File: src/rtl/int2flt_pkg.sv
// Shared types and helpers for the iterative integer-to-float converter.
package int2flt_pkg;

  typedef enum logic [2:0] {
    IDLE  = 3'd0,
    ABS   = 3'd1,
    NORM  = 3'd2,
    ROUND = 3'd3,
    DONE  = 3'd4
  } state_t;

  localparam logic RND_TRUNC = 1'b0;
  localparam logic RND_RNE   = 1'b1;

  // Exponent bias for an EXP_W-bit exponent field.
  function automatic int bias(input int exp_w);
    return (1 << (exp_w - 1)) - 1;
  endfunction

endpackage

File: src/rtl/int2flt_iter_round.sv
// Combinational rounding: optional round-to-nearest-even, mantissa carry into
// the exponent, and saturation to the largest finite value on overflow.
module flt_round
  import int2flt_pkg::*;
#(
  parameter int EXP_W = 5,
  parameter int MAN_W = 10
) (
  input  logic [MAN_W-1:0] mant_in,
  input  logic [EXP_W-1:0] exp_in,
  input  logic             guard,
  input  logic             sticky,
  input  logic             rnd_mode,
  output logic [MAN_W-1:0] mant_out,
  output logic [EXP_W-1:0] exp_out,
  output logic             ovf
);

  logic             inc;
  logic [MAN_W:0]   sum;
  logic [EXP_W-1:0] exp_c;

  // Round, propagate the carry, then clamp an all-ones exponent back to max finite.
  always_comb begin
    inc      = (rnd_mode == RND_RNE) & guard & (mant_in[0] | sticky);
    sum      = {1'b0, mant_in} + {{MAN_W{1'b0}}, inc};
    exp_c    = exp_in + EXP_W'(sum[MAN_W]);
    mant_out = sum[MAN_W] ? '0 : sum[MAN_W-1:0];
    exp_out  = exp_c;
    ovf      = 1'b0;
    // Only a rounding carry can reach all-ones: the pre-round exponent is bounded.
    if (exp_c == '1) begin
      exp_out  = {{(EXP_W-1){1'b1}}, 1'b0};
      mant_out = '1;
      ovf      = 1'b1;
    end
  end

endmodule

File: src/rtl/int2flt_iter.sv
// Iterative integer-to-float coprocessor: start/done handshake, one-bit-per-cycle
// normalisation, selectable signedness and rounding, saturating overflow.
module int2flt_iter
  import int2flt_pkg::*;
#(
  parameter int INT_W = 16,
  parameter int EXP_W = 5,
  parameter int MAN_W = 10
) (
  input  logic                   clk,
  input  logic                   reset,
  input  logic                   start,
  input  logic [INT_W-1:0]       int_in,
  input  logic                   is_signed,
  input  logic                   rnd_mode,
  output logic [EXP_W+MAN_W:0]   flt_out,
  output logic                   done,
  output logic                   busy,
  output logic                   ovf
);

  localparam int BIAS = bias(EXP_W);
  localparam int LZW  = $clog2(INT_W + 1);
  localparam int XW   = INT_W + MAN_W;

  if (BIAS + INT_W - 1 > (1 << EXP_W) - 2 || MAN_W < 1 || INT_W < 2) begin : g_bad_cfg
    $error("int2flt_iter: exponent range too small for INT_W, or MAN_W/INT_W too small");
  end

  state_t           state;
  logic [INT_W-1:0] op_q;
  logic             op_signed_q;
  logic             rnd_q;
  logic             sign_q;
  logic [INT_W-1:0] mag_q;
  logic [LZW-1:0]   lz_q;

  logic             abs_sign;
  logic [INT_W-1:0] abs_mag;
  logic [XW-1:0]    frac;
  logic [MAN_W-1:0] mant_t;
  logic [EXP_W-1:0] exp_pre;
  logic             guard;
  logic             sticky;
  logic [MAN_W-1:0] mant_r;
  logic [EXP_W-1:0] exp_r;
  logic             ovf_r;

  // Sign/magnitude of the captured operand; most-negative wraps to 2**(INT_W-1).
  always_comb begin
    abs_sign = op_signed_q & op_q[INT_W-1];
    abs_mag  = abs_sign ? ({INT_W{1'b0}} - op_q) : op_q;
  end

  // Fraction bits below the leading one, zero-padded so mant/guard/sticky always exist.
  always_comb begin
    frac    = {mag_q[INT_W-2:0], {(MAN_W+1){1'b0}}};
    mant_t  = frac[XW-1 -: MAN_W];
    guard   = frac[XW-1-MAN_W];
    sticky  = |frac[XW-2-MAN_W:0];
    exp_pre = EXP_W'(BIAS + INT_W - 1 - int'(lz_q));
  end

  flt_round #(.EXP_W(EXP_W), .MAN_W(MAN_W)) u_round (
    .mant_in  (mant_t),
    .exp_in   (exp_pre),
    .guard    (guard),
    .sticky   (sticky),
    .rnd_mode (rnd_q),
    .mant_out (mant_r),
    .exp_out  (exp_r),
    .ovf      (ovf_r)
  );

  // Control FSM with operand capture, normalising shifter and result registers.
  always_ff @(posedge clk) begin
    if (reset) begin
      state       <= IDLE;
      op_q        <= '0;
      op_signed_q <= 1'b0;
      rnd_q       <= 1'b0;
      sign_q      <= 1'b0;
      mag_q       <= '0;
      lz_q        <= '0;
      flt_out     <= '0;
      ovf         <= 1'b0;
    end else begin
      case (state)
        IDLE: begin
          if (start) begin
            op_q        <= int_in;
            op_signed_q <= is_signed;
            rnd_q       <= rnd_mode;
            state       <= ABS;
          end
        end
        ABS: begin
          sign_q <= abs_sign;
          mag_q  <= abs_mag;
          lz_q   <= '0;
          if (abs_mag == '0) begin
            // Zero skips normalisation; sign is forced positive.
            flt_out <= '0;
            ovf     <= 1'b0;
            state   <= DONE;
          end else if (abs_mag[INT_W-1]) begin
            state <= ROUND;
          end else begin
            state <= NORM;
          end
        end
        NORM: begin
          // Leave as soon as the shift brings the leading one into the MSB.
          if (mag_q[INT_W-1]) begin
            state <= ROUND;
          end else begin
            mag_q <= mag_q << 1;
            lz_q  <= lz_q + LZW'(1);
            if (mag_q[INT_W-2]) state <= ROUND;
          end
        end
        ROUND: begin
          flt_out <= {sign_q, exp_r, mant_r};
          ovf     <= ovf_r;
          state   <= DONE;
        end
        DONE:    state <= IDLE;
        default: state <= IDLE;
      endcase
    end
  end

  assign done = (state == DONE);
  assign busy = (state != IDLE);

endmodule

File: config.mk
export PLATFORM = sky130hd
export DESIGN_NAME = int2flt_iter
export DESIGN_NICKNAME = d
export VERILOG_FILES = /design/src/rtl/int2flt_pkg.sv /design/src/rtl/int2flt_iter_round.sv /design/src/rtl/int2flt_iter.sv
export SDC_FILE = /design/constraint.sdc
export NUM_CORES = 1
export LEC_CHECK = 0
export ABC_CLOCK_PERIOD_IN_PS = 3800
export CORE_MARGIN = 4
export CORE_UTILIZATION = 40
export DETAILED_ROUTE_END_ITERATION = 10
export PLACE_DENSITY = 0.66
export SLEW_MARGIN = 25
export SYNTH_ARGS = -nofsm -noshare
export SYNTH_HDL_FRONTEND = slang
export SYNTH_HIERARCHICAL = 1
export SYNTH_SLANG_ARGS = --single-unit
File: constraint.sdc
create_clock -name clk -period 3.8 [get_ports clk]
set_input_delay 0.38 -clock clk [delete_from_list [all_inputs] [get_ports clk]]
set_output_delay 0.38 -clock clk [all_outputs]
set_load 0.005 [all_outputs]
==> impl_metrics.toml <==
[status]
run_status = "complete, no violations"

[worst_setup_path]
cp-end-kind = "flop"
reg2reg_depth = 15
path_class = "flop to flop"
cp.depth = 15
cp_slowest_stage_delay_ns = 0.52
worst_r2r_startpoint = "mag_q[0]"
cp_data_arrival_time_ns = 3.77
cp_data_required_time_ns = 4.04
cp_common_cell = "ha_1"
cp_top_family = "simple AND/OR/NAND/NOR gates"
r2r_end = "flt_out[10]"
path_buf_inv = 1
r2r_slack_ns = 0.28
critical_path.slowest_cell = "or4_1"
path_max_fanout = 11
startpoint_type = "flop"
path_cells = "or4_1 -> o211a_1 -> ha_1 -> ha_2 -> and4_1 -> and3_1 -> ha_1 -> ha_1 -> nand2b_1 -> a21oi_1 -> o2111ai_1 -> buf_4 -> and2_1 -> a22oi_2 -> o21ai_2"

[yosys]
ys_seq_area_share_pct = 33.9
synthCells = 459
synth-edff-count = 0
synth_nets = 486
synth_ff_type = "dfxtp_1"
synth_top_family_by_area = "compound AO/OA/AOI/OAI gates"
ys_seq_elements = 60
synth_compound_area_share_pct = 25.2
ys_warn_count = 6
netlist_area_sq_um = 3540
avgSynthCellArea_sq_um = 7.71
synthMuxAreaShare_pct = 0.566
async_flop_share_pct = 0
ys_types = 66
synthXorXnorAreaFrac_pct = 5.69
synthAdderAreaFrac_pct = 2.12
synthSimpleGateAreaFrac_pct = 24.7

[clock_tree]
post_cts_buffers = 0
htreeDepth = 3
postCtsHoldBufs = 0
ctsResizeCount = 0
path_clk_slew_ns = 0.07
cts_made_buffers = 9
cts.sinks = 60
cts_root_buffer = "clkbuf_8"
cts_tree = "built"
insertion_delay_ns = 0.35
cts_max_path_buffers = 2

[place]
placed_cell_area_sq_um = 3910
port_buffers = 39
finalWeightedCongestion = 0.868
dp_hpwl_um = 6060

[cells_and_area]
drive_above_1_share_pct = 10.6
final_cell_area_sq_um = 4140
final_common_cell = "nand2_1"
finish.utilization_pct = 47.7
synthToLayoutAreaGrowth_pct = 16.9
antenna-diode-count = 0
fill_cells = 881
fin_nets = 502
final_cell_mix = "nand2_1 (77), dfxtp_1 (60), nor2_1 (39), clkdlybuf4s50_1 (39), a21oi_1 (35)"

[timing]
finalMaxSlewViolations = 0
maxClockFrequency_mhz = 284
max_slew.worst_pin.slew_ns = 0.720
period_share_pct = 92.7
skew_ns = 0.0101
holdWs_ns = 0.463
setup_viol = 0
rsz0062_at_grt = "false"
tns_ns = 0
slew_headroom_pct = 51.9
finalHoldViolCount = 0
post-route-min-period_ns = 3.52

[power]
switchingPower_mw = 1.14
p_comb_share_pct = 41.6
powerDensity_nw_per_um2 = 660
p_int_mw = 1.59
peakVddDrop_v = 0.000270
power_frac_seq_pct = 36.0
p_sw_share_pct = 41.9
leakage_nw = 1.50
p_clk_share_pct = 22.5

[die]
die-area_sq_um = 10400
rows = 34
die_height_um = 102
start_util_pct = 40.8
fp.dieW_um = 102
core_sq_um = 8680
io_pins = 40

[drt]
viasPerCell = 5.48
drtIter0Drc = 139
first_pass_iters = 4
post-route-drc-count = 0
totalWireLength_um = 8580
wl_per_cell_um = 14.6
vias = 3216
drtAntennaViolNets = 0

[global_routing]
grt_use_total_pct = 17.4
met2_usage_pct = 29.8
grt_overflow_total = 0
grt_max_degree = 46
first_global_vias = 2942
grt_pass1_wl_um = 14600
use_met3_pct = 4.57
antenna_found_initial = 0
met1_usage_pct = 21.7
grt_most_used_layer = "met2"

[min_path]
min-delay-start = "sign_q"
hold_class = "flop to flop"
min_to = "sign_q"
hold_depth = 2

[flow_run]
maxCapViolCount = 0
-- worst max path at each step --
stage                        start          end  slack (ns)
after floorplan           mag_q[0]   flt_out[0]        0.39
after CTS                 mag_q[0]  flt_out[10]        0.21
after global placement    mag_q[0]  flt_out[10]        0.31
after global routing      mag_q[0]  flt_out[10]        0.06
final                     mag_q[0]  flt_out[10]        0.28
after detailed placement  mag_q[0]  flt_out[10]        0.22
-- area by class of cell --
type                       count  area [sq um]  share of cell area (%)
timing repair buffer          42           413                    9.98
tap                          108           135                    3.27
clock inverter                 3          45.0                    1.09
multi-input combinational    337          2080                    50.4
inverter                      25          93.8                    2.27
clock buffer                  12           165                    3.99
sequential                    60          1200                    29.0
-- Yosys cell counts, types with 3 or more instances --
cell | number | area [sq um]
nand2_1 | 77 | 289
nor3b_1 | 3 | 22.5
inv_1 | 25 | 93.8
clkbuf_1 | 25 | 93.8
a211oi_1 | 10 | 75.1
and3_1 | 5 | 31.3
nand2b_1 | 4 | 25.0
a21oi_1 | 35 | 175
dfxtp_1 | 60 | 1200
ha_1 | 6 | 75.1
nand4_1 | 6 | 37.5
a311oi_1 | 4 | 35.0
xor2_1 | 14 | 123
and2_1 | 5 | 31.3
nor3_1 | 6 | 30.0
and4_1 | 3 | 26.3
buf_2 | 6 | 30.0
a31oi_1 | 3 | 18.8
a22oi_1 | 18 | 135
o21ai_0 | 19 | 95.1
nor2_1 | 39 | 146
nand3_1 | 13 | 65.1
o21ai_2 | 15 | 131
xnor2_1 | 9 | 78.8
-- metal layers --
metal | vias up | share of wire, % | wire length, um
li1 | 1634 | - | -
met1 | 1509 | 46 | 3980
met2 | 65 | 48 | 4090
met3 | 8 | 4.8 | 408
met4 | 0 | 1.2 | 101
met5 | - | 0 | 0
-- flip-flops by register name (all words and copies together) (netlist names) --
signal / count
op_q: 16
sign_q: 1
lz_q: 5
mag_q: 16
rnd_q: 1
ovf: 1
state: 3
op_signed_q: 1
flt_out: 16
-- through the flow --
stage,power [mW],cells,setup WS [ns]
after detailed placement,2.12,572,0.217
after global routing,2.94,587,0.0598
after global placement,2.09,572,0.310
after floorplan,1.81,459,0.388
final,2.73,587,0.276
after CTS,2.75,587,0.212
-- worst register-to-register path: cells and delay by family, from the launching register on --
| family | cells | cell delay, ns |
|---|---|---|
| buffers and inverters | 1 | 0.22 |
| flip-flops | 1 | 0.33 |
| AND/OR/NAND/NOR | 5 | 1.22 |
| AO/OA/AOI/OAI | 5 | 0.71 |
| adder cells (fa/ha/maj) | 4 | 0.93 |
-- power groups by stage --
stage | clock network [mW] | logic, mW | registers [mW]
4_1_cts | 0.632 | 1.13 | 0.979
3_5_place_dp | 0 | 1.13 | 0.992
6_report | 0.613 | 1.13 | 0.982
3_3_place_gp | 0 | 1.11 | 0.983
2_1_floorplan | 0 | 0.918 | 0.891
5_1_grt | 0.653 | 1.28 | 1.01
-- cells by family after synthesis --
family | Yosys count
muxes | 2
xor gates and xnor gates | 23
AOI/OAI and AO/OA | 127
adders and majority gates | 6
buffers and inverters | 62
and+or+nand+nor | 179
DFF | 60
Power figures use the tool's default switching activity.
==> RTL edit: new RTL, same settings <==
`MAN_W` is set to 10 in 2 places; all go to 20.
--- a/src/rtl/int2flt_iter_round.sv
+++ b/src/rtl/int2flt_iter_round.sv
@@ -4,7 +4,7 @@
   import int2flt_pkg::*;
 #(
   parameter int EXP_W = 5,
-  parameter int MAN_W = 10
+  parameter int MAN_W = 20
 ) (
   input  logic [MAN_W-1:0] mant_in,
   input  logic [EXP_W-1:0] exp_in,
--- a/src/rtl/int2flt_iter.sv
+++ b/src/rtl/int2flt_iter.sv
@@ -5,7 +5,7 @@
 #(
   parameter int INT_W = 16,
   parameter int EXP_W = 5,
-  parameter int MAN_W = 10
+  parameter int MAN_W = 20
 ) (
   input  logic                   clk,
   input  logic                   reset,
Interface: changed (resized flt_out); port bits go from 40 to 50. The function was not compared with the original's and may differ.
==> RTL edit against the unedited design <==
- synthesized area up 22%
- total power up 23%
- design area up 24%
- clock skew up 0.79 ps
- sequential power up 16%
- global-route usage about the same
- routed wire length up 24%
- sequential cell count up 10
- utilization up 1.4 points
- first-iteration DRC count up 58%
- count of clock-buffer cells in the layout down 1
- worst setup slack better by 660 ps
- critical endpoint is now flt_out[18]
==> RTL edit: results (changes against the unedited design) <==
run status: finished clean
Avg WL per Cell: 14.6 um (-0.17%)
met2 routed WL: 5030 um (+23%)
VDD IR max: 0.369 mV (+37%)
IO Port Bufs: 49 (+26%)
synth top area cells: dfxtp_1 (32%), nand2_1 (6.4%), o21ai_2 (5.9%)
reg2reg path depth: 7 (-8)
CP Data Arrival Time: 3090 ps (-680 ps)
Worst Skew: 10.9 ps (+0.794 ps)
Top delay family on crit path: compound AO/OA/AOI/OAI gates
Post-synth top cells: nand2_1 (73), dfxtp_1 (70), nor2_1 (43)
Worst Setup SP: op_q[2]
largest stage delay on the critical path: 540 ps (+20 ps)
met1 wire length: 4960 um (+25%)
GPL Wtd Cong: 0.823 (-5.2%)
Detailed Route Iter0 Violations: 220 (+58%)
final net count: 613 (+22%)
P_leak: 1.82 nW (+21%)
R2R setup slack: 930 ps (+660 ps)
DR vias: 3919 (+22%)
ratio of cells with drive above 1 in the final layout: 0.120 (+0.0137)
vias in the first global route: 3710 (+26%)
placed insts: 711 (+24%)
register area share after synthesis: 0.325 (-0.0145)
fillers: 1040 (+18%)
Slew headroom: 0.521 (+0.00177)
Slowest cell on crit path: nor3_2
worst r2r dst: flt_out[18]
Tot GR Track Use: 0.174 (+0.000184)
worst-path fanout max: 28 (+17)
worst hold start: rnd_q
biggest regs: flt_out: 26 flops, mag_q: 16 flops, op_q: 16 flops
Syn Area/Cell: 7.97 um^2 (+3.4%)
WL met3: 405 um (-0.74%)
first-pass GRT wire length: 18200 um (+25%)
[RTL edit: cell types whose count changed in the layout (fill, tap and decap cells not counted), sizes merged, moves of 6 or more]
| cell | delta |
|---|---|
| xnor2 | +8 |
| a22oi | +10 |
| dfxtp | +10 |
| nand2b | +26 |
| conb | +24 |
| o21ai | +22 |
| inv | -10 |
| nor4 | +6 |
| clkdlybuf4s50 | +9 |
[RTL edit: worst min path at each step]
stage | to | slack (ps)
final | rnd_q | 460
after global routing | rnd_q | 490
after CTS | rnd_q | 460
after detailed placement | rnd_q | 450
after global placement | rnd_q | 450
after floorplan | sign_q | 440
[RTL edit: worst min-delay path, stage by stage (launching register included)]
cell	delay (ps)
dfxtp_1	320
nand2_1	50
a21oi_1	50
[RTL edit: logic make-up (layout without fill, tap and decap cells)]
logic type | after synthesis | count (layout) | share of synthesized area
xor gates and xnor gates | 30 | 30 | 0.0609
and+or+nand+nor | 216 | 216 | 0.266
DFF | 70 | 70 | 0.325
adders and majority gates | 6 | 6 | 0.0174
buffers and inverters | 57 | 84 | 0.0624
other | 1 | 24 | 0.000869
muxes | 2 | 2 | 0.00464
AOI/OAI and AO/OA | 159 | 159 | 0.263
[RTL edit: power breakdown]
group          switching (mW)  internal [mW]
clock                   0.308          0.406
combinational           0.899          0.606
sequential              0.236          0.906
[RTL edit: routing by layer]
metal / vias to the layer above / track usage
li1: 1998 / -
met1: 1828 / 0.224
met2: 77 / 0.293
met3: 16 / 0.0266
met4: 0 / 0.0673
met5: - / 0
[RTL edit: final cells by class]
class	count	area share
clock buffers	11	0.0296
clock inverters	5	0.0159
inverters	16	0.0117
multi-input cells	437	0.536
flip-flops and latches	70	0.274
well taps	136	0.0333
repair buffers	52	0.0993
[RTL edit: stage by stage]
step / setup WS (ps) / area, um^2
2_1_floorplan: 1460 / 4400
6_report: 931 / 5110
3_3_place_gp: 998 / 4880
4_1_cts: 898 / 5110
5_1_grt: 600 / 5110
3_5_place_dp: 908 / 4880
